`src/rtl/iu_pkg.sv`:
```
// Shared types and helpers for the instruction-unit prediction checker.
package iu_pkg;

    localparam int unsigned PC_W_DEF = 64;

    typedef enum logic [1:0] {
        ST_CHECK   = 2'd0,
        ST_RECOVER = 2'd1,
        ST_ACK     = 2'd2
    } chk_state_t;

    // Increment v, holding at the all-ones value of a w-bit counter.
    function automatic logic [63:0] sat_inc(input logic [63:0] v, input int unsigned w);
        logic [63:0] max_val;
        max_val = (w >= 64) ? '1 : ((64'd1 << w) - 64'd1);
        return (v >= max_val) ? v : v + 64'd1;
    endfunction

endpackage

```
`src/rtl/iu_pc_fifo.sv`:
```
// In-order queue of predicted PCs; flush beats push, push into a full queue
// is accepted only when a pop frees a slot in the same cycle.
module iu_pc_fifo
    import iu_pkg::*;
#(
    parameter int unsigned DEPTH = 8,
    parameter int unsigned PC_W  = PC_W_DEF
) (
    input  logic            clk,
    input  logic            rst_n,
    input  logic            push,
    input  logic [PC_W-1:0] push_data,
    input  logic            pop,
    input  logic            flush,
    output logic            full,
    output logic            empty,
    output logic [PC_W-1:0] head
);

    localparam int unsigned AW = $clog2(DEPTH);

    logic [AW:0]     rd_ptr;
    logic [AW:0]     wr_ptr;
    logic [PC_W-1:0] mem [DEPTH];
    logic            do_push;
    logic            do_pop;

    // Extra MSB on the pointers separates full from empty.
    assign empty   = (rd_ptr == wr_ptr);
    assign full    = (rd_ptr[AW] != wr_ptr[AW]) && (rd_ptr[AW-1:0] == wr_ptr[AW-1:0]);
    assign do_pop  = pop && !empty;
    assign do_push = push && !flush && (!full || do_pop);
    assign head    = mem[rd_ptr[AW-1:0]];

    always_ff @(posedge clk or negedge rst_n) begin
        if (!rst_n) begin
            rd_ptr <= '0;
            wr_ptr <= '0;
        end else if (flush) begin
            rd_ptr <= '0;
            wr_ptr <= '0;
        end else begin
            if (do_pop)  rd_ptr <= rd_ptr + (AW+1)'(1);
            if (do_push) wr_ptr <= wr_ptr + (AW+1)'(1);
        end
    end

    always_ff @(posedge clk) begin
        if (do_push) mem[wr_ptr[AW-1:0]] <= push_data;
    end

endmodule

```
`config.mk`:
```
export PLATFORM = sky130hd
export DESIGN_NAME = iu_pc_fifo
export DESIGN_NICKNAME = d
export VERILOG_FILES = /design/src/rtl/iu_pkg.sv /design/src/rtl/iu_pc_fifo.sv
export SDC_FILE = /design/constraint.sdc
export NUM_CORES = 1
export LEC_CHECK = 0
export BUFFER_PORTS_ARGS = -buffer_cell sky130_fd_sc_hd__buf_4
export CAP_MARGIN = 20
export CORE_UTILIZATION = 30
export CTS_BUF_LIST = sky130_fd_sc_hd__clkbuf_4
export CTS_CLUSTER_DIAMETER = 40
export DETAILED_ROUTE_END_ITERATION = 7
export GPL_TIMING_DRIVEN = 0
export PLACE_DENSITY = 0.49
export SLEW_MARGIN = 20
export SYNTH_ARGS = -nofsm -noshare
export SYNTH_HDL_FRONTEND = slang
export SYNTH_SLANG_ARGS = --single-unit
```
`constraint.sdc`:
```
create_clock -name clk -period 11.1 [get_ports clk]
set_input_delay 0.555 -clock clk [delete_from_list [all_inputs] [get_ports clk]]
set_output_delay 0.555 -clock clk [all_outputs]
set_load 0.03 [all_outputs]
```
==> metrics <==
CTS clk-pin slew, worst paths 0.06 ns; top cell type's share of synthesized area 0.778; WHS Path Cells 3; HP Start push; Final nets 1325; hold_ws 0.171 ns; final wirelength 46.5 mm; Worst Hold End wr_ptr[1]$_DFFE_PN0P_; largest net degree at the start of global routing 17; R2R cell count 9; Root Driver clkbuf_4; Top FF cell, synth edfxtp_1; # H-tree levels 4; mapped cell area 19800 µm²; global route overflow 0; vias per inst 4.54; CTS Sinks 520; Non-Filler Instances 2204; slew margin rel. 0.380; Worst VDD drop 75.0 µV; Mapped Avg Cell Area 24.2 µm²; Power Total 4.93 mW; post-route cell area 25000 µm²; P&R area growth vs syn 26.3%; dpl hpwl 32.3 mm; Synth area leaders edfxtp_1 (78%), mux4_2 (15%), mux2_2 (3.6%); Area after DPL 22600 µm²; Final Hold Fails 0; starting density of the core 0.305; ANT nets after route 0; register bit total from synthesis 520; Netlist cell types 31; setup bufs post-CTS 0; post-route clock period utilization 0.391; Rows 93; leakage 8.37 nW; Die Span Y 259 µm; Clk Latency, worst-skew pair 0.92 ns; CTS tree done; Crit Path Category reg2out; worst-margin pin slew 0.930 ns; hold crit path type in2reg; # DRC 0; crit path DAT 3.79 ns; CP startpoint kind flip-flop; core region area 64800 µm²; count leader, synth edfxtp_1; post-cts sizing count 0; number of I/O pins 135; CP required 10.55 ns; first-pass GRT wire length 69.3 mm; port buffer count 132; CTS Buf Count 137; register area share after synthesis 0.788; warnings from Yosys 0; Reg2Reg Setup Slack 7.49 ns; TritonRoute pass-1 iters 4; crit path capture type output port; worst setup path start rd_ptr[1]$_DFFE_PN0P_; die width 259 µm; Tot GR Track Use 0.144; biggest area consumer among synthesized cells edfxtp_1; initial antenna violation count 4; Clock Path Buffers 3; routed vias 10000; RSZ-0062 raised after global routing false; syn_nets 889; Async SR Flop Fraction 0.0154; gpl congestion 0.685; vias in the first global route 11000; Max Transition Viols Final 0; Max-Cap Viols 0; worst r2r dst mem[0][10]$_DFFE_PP_; die area 66900 µm²; Worst Skew 0.0464 ns; final setup fails 0; share of cells above drive strength 1 0.483; synth cell count leaders edfxtp_1 (512), mux4_2 (128), mux2_2 (64), clkbuf_1 (20), buf_2 (17); power density over the cells 198 nW/µm²; r2r startpoint rd_ptr[1]$_DFFE_PN0P_; Tmin final 4.34 ns; status complete, no violations; Post-synth EDFFs 512; dpl cells 1901; worst-path maximum fanout 10; routed len/inst 21.1 µm; upper clock frequency limit 0.230 GHz; drt first-iter violations 547; cell count after synthesis 818
[power by group]
group | switching, mW | leakage, nW | internal, mW
Combinational | 0.603 | 2.63 | 0.514
Sequential | 0.0102 | 4.73 | 2.20
Clock | 0.737 | 1.01 | 0.860
[per-stage QoR]
step / setup slack [ns] / setup TNS [ns] / utilization
floorplan: 3.14 / 0 / -
global placement: -5.14 / -838.15 / 0.337
detailed placement: 7.37 / 0 / 0.348
CTS: 6.48 / 0 / 0.385
global route: 6.40 / 0 / 0.385
finish: 6.76 / 0 / 0.385
[cells by family after synthesis]
| kind of cell | count (synthesis) | synth area share |
|---|---|---|
| AOI/OAI and AO/OA | 14 | 0.00475 |
| xor gates and xnor gates | 6 | 0.00266 |
| adders and majority gates | 2 | 0.00127 |
| buffers and inverters | 45 | 0.00963 |
| DFF | 520 | 0.788 |
| muxes | 194 | 0.183 |
| and+or+nand+nor | 37 | 0.00994 |
[worst max-delay path: stages (launching register included)]
cell and delay (ns):
dfrtp_1 0.34, buf_2 0.28, clkbuf_1 0.55, buf_1 0.75, mux4_2 0.42, mux2_2 0.33
buf_4 0.19
[cell type report]
type / count / area [µm²]
Multi-Input combinational cell: 253 / 4030
Clock inverter: 41 / 239
Antenna cell: 2 / 5.00
Buffer: 42 / 179
Clock buffer: 191 / 1430
Fill cell: 5953 / 39900
Sequential cell: 520 / 15600
Inverter: 3 / 11.3
Tap cell: 855 / 1070
Timing Repair Buffer: 297 / 2400
[worst max-delay path by stage]
| stage | cells after the start | endpoint |
|---|---|---|
| final | 6 | head[57] |
| after CTS | 6 | head[54] |
| after global placement | 4 | mem[0][43]$_DFFE_PP_ |
| after global routing | 6 | head[57] |
| after floorplan | 6 | mem[0][0]$_DFFE_PP_ |
| after detailed placement | 9 | mem[0][46]$_DFFE_PP_ |
[per-layer routing]
layer | GRT usage | share of wire | up-vias
met5 | 0 | 0.00039 | -
met4 | 0.0439 | 0.013 | 4
met3 | 0.0516 | 0.057 | 51
met2 | 0.231 | 0.49 | 258
met1 | 0.183 | 0.44 | 5237
li1 | - | - | 4459
[layout by cell type (no fill, tap or decap), types with 4 or more instances in the layout]
cell type and count:
edfxtp_1 512, clkbuf_4 191, buf_4 186, mux4_2 128, dlygate4sd3_1 69, mux2_2 64, buf_2 42, clkinv_1 28
clkbuf_1 20, buf_6 17, dfrtp_1 8, nor2_1 7, nor3_2 6, buf_1 5, xor2_1 5, a21oi_1 5
inv_2 5, clkinv_2 5, nand2b_1 4, nand2_1 4
[sequential cells by signal, summed over array words and instances, names as in the netlist]
signal  count
rd_ptr      4
mem       512
wr_ptr      4
[what timing repair did]
action                                 CTS  global route
setup endpoints to repair                0             0
endpoints found under the hold margin  526             0
hold buffers                            69             0
Power figures use the tool's default switching activity.
